$ cat src/rtl/pc_pkg.sv
// Shared definitions for the PC/trap-vector block: cause codes, vector offsets
// and the cause type.
package pc_pkg;

  typedef logic [3:0] cause_t;

  localparam cause_t CAUSE_NONE     = 4'd0;
  localparam cause_t CAUSE_EXC      = 4'd1;
  localparam cause_t CAUSE_IRQ_BASE = 4'd2;

  localparam int EXC_OFFSET = 4;
  localparam int IRQ_OFFSET = 8;
  localparam int IRQ_STRIDE = 4;

  // Up to 8 interrupt lines, so a 3-bit index always suffices.
  localparam int IDX_W = 3;

  function automatic cause_t irq_cause(input logic [IDX_W-1:0] idx);
    return CAUSE_IRQ_BASE + cause_t'(idx);
  endfunction

endpackage

$ cat src/rtl/irq_prio.sv
// Masked lowest-index priority encoder: reports whether any enabled request
// is present and the index of the lowest one.
module irq_prio
  import pc_pkg::*;
#(
  parameter int NIRQ = 4
) (
  input  logic [NIRQ-1:0]  req,
  input  logic [NIRQ-1:0]  mask,
  output logic             valid,
  output logic [IDX_W-1:0] idx
);

  // Scan from the top down so the lowest enabled index is the last one written.
  always_comb begin
    valid = 1'b0;
    idx   = '0;
    for (int i = NIRQ - 1; i >= 0; i--) begin
      if (req[i] && mask[i]) begin
        valid = 1'b1;
        idx   = IDX_W'(i);
      end
    end
  end

endmodule

$ cat src/rtl/pc_vec.sv
// Instruction-address register with exception, interrupt and trap-return
// vectoring; the top bit of ia marks supervisor mode.
module pc_vec
  import pc_pkg::*;
#(
  parameter int               WIDTH     = 32,
  parameter int               NIRQ      = 4,
  parameter logic [WIDTH-1:0] RESET_VEC = WIDTH'(32'h8000_0000)
) (
  input  logic             clk,
  input  logic             reset,
  input  logic [WIDTH-1:0] pcin,
  input  logic             stall,
  input  logic             exception,
  input  logic [NIRQ-1:0]  irq,
  input  logic [NIRQ-1:0]  irq_mask,
  input  logic             eret,
  output logic [WIDTH-1:0] ia,
  output logic [WIDTH-1:0] epc,
  output logic [3:0]       cause,
  output logic [NIRQ-1:0]  irq_ack,
  output logic [NIRQ-1:0]  pending
);

  logic             supervisor;
  logic [NIRQ-1:0]  irq_req;
  logic             irq_valid;
  logic [IDX_W-1:0] irq_idx;
  logic [NIRQ-1:0]  irq_onehot;
  logic [WIDTH-1:0] exc_vec;
  logic [WIDTH-1:0] irq_vec;

  logic [WIDTH-1:0] ia_n;
  logic [WIDTH-1:0] epc_n;
  cause_t           cause_n;
  logic [NIRQ-1:0]  ack_n;
  logic [NIRQ-1:0]  clr;
  logic [NIRQ-1:0]  pending_n;

  assign supervisor = ia[WIDTH-1];
  assign irq_req    = (pending | irq) & {NIRQ{~supervisor}};
  assign irq_onehot = NIRQ'(1) << irq_idx;
  assign exc_vec    = RESET_VEC + WIDTH'(EXC_OFFSET);
  assign irq_vec    = RESET_VEC + WIDTH'(IRQ_OFFSET) + WIDTH'(IRQ_STRIDE * int'(irq_idx));

  irq_prio #(
    .NIRQ (NIRQ)
  ) u_irq_prio (
    .req   (irq_req),
    .mask  (irq_mask),
    .valid (irq_valid),
    .idx   (irq_idx)
  );

  always_comb begin
    ia_n    = pcin;
    epc_n   = epc;
    cause_n = cause;
    ack_n   = '0;
    clr     = '0;
    if (stall) begin
      ia_n = ia;
    end else if (exception) begin
      ia_n    = exc_vec;
      epc_n   = pcin;
      cause_n = CAUSE_EXC;
    end else if (irq_valid) begin
      ia_n    = irq_vec;
      epc_n   = pcin;
      cause_n = irq_cause(irq_idx);
      ack_n   = irq_onehot;
      clr     = irq_onehot;
    end else if (eret) begin
      ia_n = epc;
    end
  end

  // A taken line clears unless it was already pending and pulsed again this cycle.
  assign pending_n = ((pending | irq) & ~clr) | (pending & irq);

  always_ff @(posedge clk) begin
    if (reset) begin
      ia      <= RESET_VEC;
      epc     <= '0;
      cause   <= CAUSE_NONE;
      irq_ack <= '0;
      pending <= '0;
    end else begin
      ia      <= ia_n;
      epc     <= epc_n;
      cause   <= cause_n;
      irq_ack <= ack_n;
      pending <= pending_n;
    end
  end

endmodule

$ cat config.mk
export PLATFORM = sky130hd
export DESIGN_NAME = pc_vec
export DESIGN_NICKNAME = d
export VERILOG_FILES = /design/src/rtl/pc_pkg.sv /design/src/rtl/irq_prio.sv /design/src/rtl/pc_vec.sv
export SDC_FILE = /design/constraint.sdc
export NUM_CORES = 1
export LEC_CHECK = 0
export CAP_MARGIN = 40
export CORE_MARGIN = 2
export CORE_UTILIZATION = 44
export CTS_BUF_LIST = sky130_fd_sc_hd__clkbuf_16
export CTS_CLUSTER_SIZE = 25
export DETAILED_ROUTE_END_ITERATION = 10
export PLACE_DENSITY_LB_ADDON = 0.08
export REMOVE_ABC_BUFFERS = 1
export SYNTH_ARGS = -nofsm -noshare
export SYNTH_HDL_FRONTEND = slang
export SYNTH_SLANG_ARGS = --single-unit
$ cat constraint.sdc
create_clock -name clk -period 2.31 [get_ports clk]
set_input_delay 0.462 -clock clk [delete_from_list [all_inputs] [get_ports clk]]
set_output_delay 0.462 -clock clk [all_outputs]
set_load 0.01 [all_outputs]
# [Yosys cells after proc, flatten, opt, wreduce, memory -nomap -nowiden]
# Index checks and enable logic that the tools add are counted.
[word_totals] wordCells=40 inputBits=45 reg_bits=76 out_inout_bits=76
[classes] shift=1 n_reduce_logical=6 mux=18 n_addsub=2 bitwise_logic=8
[op_table] op="32-bit 2-to-1 mux" count=5
[op_table] op="32-bit by 5-bit adder with 32-bit output, first input constant" count=1
[op_table] op="4-bit 2-to-1 mux" count=5
[op_table] op="4-bit AND" count=3
[op_table] op="2-bit 2-to-1 mux" count=4
[op_table] op="4-bit OR" count=2
[op_table] op="2-bit by 3-bit adder with 4-bit output, first input constant" count=1
[op_table] op="1-bit logical AND" count=4
[op_table] op="1-bit 2-to-1 mux" count=4
[op_table] op="4-bit NOT" count=1
[op_table] op="1-bit by 3-bit left shift with 4-bit output, first input constant" count=1
[op_table] op="1-bit NOT" count=2
[op_table] op="2-bit AND reduction" count=1
[op_table] op="2-bit nonzero test" count=1

# [Depth between registers and ports, before layout]
[logic_depth] depth_word=14 ltp_mapped=7 depth_no_buf=4

# [Hierarchy]
# Synthesis repeated with hierarchy kept, for this count alone.
[hier_totals] cells_unflattened=346 area_unflattened_um2=3119.2
[by_module_without_submodules] mod="pc_vec" seq_area_each_um2=1521.5 cells_each=337 instances=1 area_per_inst_um2=3060.4
[by_module_without_submodules] mod="irq_prio" seq_area_each_um2=0.0 cells_each=9 instances=1 area_per_inst_um2=58.8

# [Worst setup path before layout]
# No wires, ideal clock.
[synth_timing] path_kind="in2reg" startpoint="input irq[1]" endpoint="register ia[21]" cell_stages=7 arrival_time_ns=1.778 setup_ns=0.067 n_path_buf=3 setup_slack_ns=0.464 t_required_ns=2.243 path_cell_list="or2_1 > buf_6 > a22o_4 > or3_4 > buf_6 > buf_12 > o21ai_2"
[synth_between] elab_chain_cells=8 elab_cells_between_ends=10 classes_between="add/sub (1); mux (6); bitwise (2); reduce/logical (1)"
[synth_rtl] item="from (decl)" line_no="pc_vec.sv:15" rtl="input logic [NIRQ-1:0] irq,"
[synth_rtl] item="4-bit OR *" line_no="pc_vec.sv:41" rtl="assign irq_req = (pending | irq) & {NIRQ{~supervisor}};"
[synth_rtl] item="4-bit AND *" line_no="pc_vec.sv:41"
[synth_rtl] item="1-bit logical AND *" line_no="irq_prio.sv:19" rtl="if (req[i] && mask[i]) begin"
[synth_rtl] item="2-bit 2-to-1 mux (2 in series)" line_no="irq_prio.sv:19"
[synth_rtl] item="32-bit by 5-bit adder with 32-bit output" line_no="pc_vec.sv:44" rtl="assign irq_vec = RESET_VEC + WIDTH'(IRQ_OFFSET) + WIDTH'(IRQ_STRIDE * int'(irq_idx));"
[synth_rtl] item="32-bit 2-to-1 mux *" line_no="pc_vec.sv:67" rtl="end else if (irq_valid) begin"
[synth_rtl] item="32-bit 2-to-1 mux *" line_no="pc_vec.sv:63" rtl="end else if (exception) begin"
[synth_rtl] item="to (signal assigned)" line_no="pc_vec.sv:89" rtl="ia <= ia_n;"
[synth_rtl] item="to (decl)" line_no="pc_vec.sv:18" rtl="output logic [WIDTH-1:0] ia,"
# Every way passes the cells marked *; elsewhere a longest branch is shown, timed or not.
# A chain may end at the register's enable or synchronous reset.

# [Worst setup path after layout]
[layout_timing] startpoint="input irq[0]" endpoint="register epc[27]"
[layout_between] elab_chain_cells=6
[layout_rtl] item="4-bit OR" line_no="pc_vec.sv:41"
[layout_rtl] item="4-bit AND" line_no="pc_vec.sv:41"
[layout_rtl] item="1-bit logical AND" line_no="irq_prio.sv:19"
[layout_rtl] item="1-bit 2-to-1 mux" line_no="irq_prio.sv:19"
[layout_rtl] item="2-bit nonzero test (no source line)"
[layout_rtl] item="2-bit AND reduction (no source line)"
[layout_rtl] item="to (signal assigned)" line_no="pc_vec.sv:90" rtl="epc <= epc_n;"
[layout_rtl] item="to (decl)" line_no="pc_vec.sv:19" rtl="output logic [WIDTH-1:0] epc,"
# Every way passes these cells.

==> out/qor.yml <==
status: "finished clean"
clockRootBuffer: "clkbuf_16"
dpl.hpwl_um: 7370
final_util: 0.635
yosys-top-cells-area: "dfxtp_1, mux2i_1, and4_1, nand2_1, o22ai_1"
via_per_inst: 5.60
clk_path_buf_depth: 2
layout_min_cycle_time_ns: 2.00
syn_inst: 467
area_delta_synth_final_pct: 42.6
rsz0062_at_grt: "false"
start_kind: "input pin"
drc: 0
grt_overflow: 0
regArea_um2: 1500
antenna_found_initial: 0
fp.dieW_um: 97.2
worstSkewPairLatency_ns: 0.32
synth-seq-cells: 75
hold_start: "reset"
max_clock_freq_mhz: 499
maxSlewHeadroom: 0.439
synthTopCellsByCount: "dfxtp_1, nand2_1, nor2_1"
drive_gt1_frac: 0.109
r2r-start: "ia[31]"
postCtsSetupBuffers: 0
rr_worst_depth: 5
slew_viol_final: 0
fin_cells: 688
yosysMostFrequentCell: "dfxtp_1"
cts_tree: "yes"
r2r_slack_ns: 0.52
dieArea_um2: 9450
finalPower_mw: 3.47
synth_top_area_share: 0.393
path_cells: "clkdlybuf4s50_1, or2_1, a22oi_2, buf_12, o22ai_1, or3_1"
die_h_um: 97.2
worstSetupPathType: "input pin to register"
finalHoldViolations: 0
setup_viol: 0
whs_ns: 0.421
synth_top_area_cell: "dfxtp_1"
numCtsBuffers: 9
powerDensity_nw_per_um2: 635
cts.repair.resized: 0
htree_levels: 3
io_pins: 121
fin_nets: 620
fin_setup_tns_ns: 0
initial_core_util: 0.445
cts_num_sinks: 75
avgRoutedWirePerCell_um: 16.0
coreArea_um2: 8590
crit_buf_inv: 2
path_max_fanout: 42
grt_max_degree: 43
synth_area_um2: 3820
routed_wl_um: 11000
dp.cells: 672
routabilityCongestion: 0.816
grt_pass1_vias: 3613
grt_pass1_wl_um: 18200
io_buffers: 119
worst_slew_pin_slew_ns: 0.841
min_path_cells: 2
drtAntennaViolNets: 0
drv_cap: 0
cts_hold_buf: 0
multi_input_area_um2: 2070
ys_types: 43
syn_avg_cell_area_um2: 8.19
slowest_stage: "clkdlybuf4s50_1"
peakVddDrop_uv: 329
clk_pin_slew_ns: 0.06
min_path_type: "input pin to register"
diodes: 0
worst_ep_required_time_ns: 2.51
ys_warn_count: 0
placed_area_um2: 5170
synth_edf_count: 0
num_vias: 3854
p_leak_nw: 2.19
synth-main-ff-cell: "dfxtp_1"
fin_area_um2: 5450
arrival_ns: 2.20
cpPeakStageDelay_ns: 0.43
track_usage: 0.232
drt_iter0_markers: 183
setup.worst_path.start: "irq[0]"
finalWorstSetupSlack_ns: 0.308
skew_ns: 0.00583
worst_setup_path_end_kind: "register"
rows: 34
holdPathEnd: "cause[2]"
r2r_end: "epc[16]"
yosysSeqAreaShare: 0.393
dpl_worst_slack_ns: -0.0159
critPathTopFamily: "buffers and inverters"
async_flop_share: 0
post-route-period-util: 0.867
fillers: 746
dr.pass1.iters: 4
[worst reg2reg max path, stage by stage, from the launching register on]
cell	delay (ns)
dfxtp_1	0.37
nand2b_1	0.23
o221a_2	0.33
buf_12	0.18
and4_1	0.22
or3_1	0.34
[layout make-up]
type / count / share of cell area
multi-input combinational: 339 / 0.380
sequential: 75 / 0.275
timing repair buffer: 144 / 0.264
clock buffer: 9 / 0.0413
tap: 108 / 0.0248
clock inverter: 7 / 0.0108
inverter: 6 / 0.00413
[layer usage]
layer,vias to the layer above,share of wire,global-route usage
li1,1902,-,-
met1,1828,0.48,0.325
met2,120,0.46,0.362
met3,4,0.055,0.0511
met4,0,0.0089,0.0620
met5,-,0,0
[cell families (layout without fill, tap and decap cells)]
logic type | count (synthesis) | after routing | share of synthesized area
simple gates | 219 | 219 | 0.300
compound gates | 86 | 86 | 0.153
flops | 75 | 75 | 0.393
buf+inv | 53 | 166 | 0.0667
mux | 32 | 32 | 0.0847
fa+ha+maj | 1 | 1 | 0.00262
other cells | 1 | 1 | 0.000980
[how the worst max path moves through the flow]
| stage | end | slack [ns] | depth (start not counted) |
|---|---|---|---|
| global route | epc[22] | 0.21 | 6 |
| floorplan | epc[0] | -0.32 | 4 |
| finish | epc[27] | 0.31 | 6 |
| detailed placement | epc[6] | -0.02 | 6 |
| CTS | epc[27] | 0.33 | 6 |
| global placement | epc[0] | 0.07 | 6 |
[cells in the final DEF, fill, tap and decap left out, types with 4 or more instances in the layout]
cell type        count
clkdlybuf4s50_1    116
dfxtp_1             75
nand2_1             64
nor2_1              40
nand3_1             33
o22ai_1             33
and4_1              32
or3_1               32
mux2i_1             29
o21ai_0             22
buf_4               19
o21ai_2             10
clkbuf_16            9
a21oi_1              6
buf_12               6
inv_1                4
clkinv_1             4
nor3_1               4
[power by group]
part           leakage, nW  switching [mW]  internal (mW)
Sequential           0.613          0.0716           1.37
Clock                0.138           0.542          0.822
Combinational         1.44           0.307          0.349
[flip-flops by register name (all words and copies together), names as in the netlist]
name,count
epc,32
ia,32
irq_ack,4
pending,4
cause,3
(Power assumes the default switching activity.)
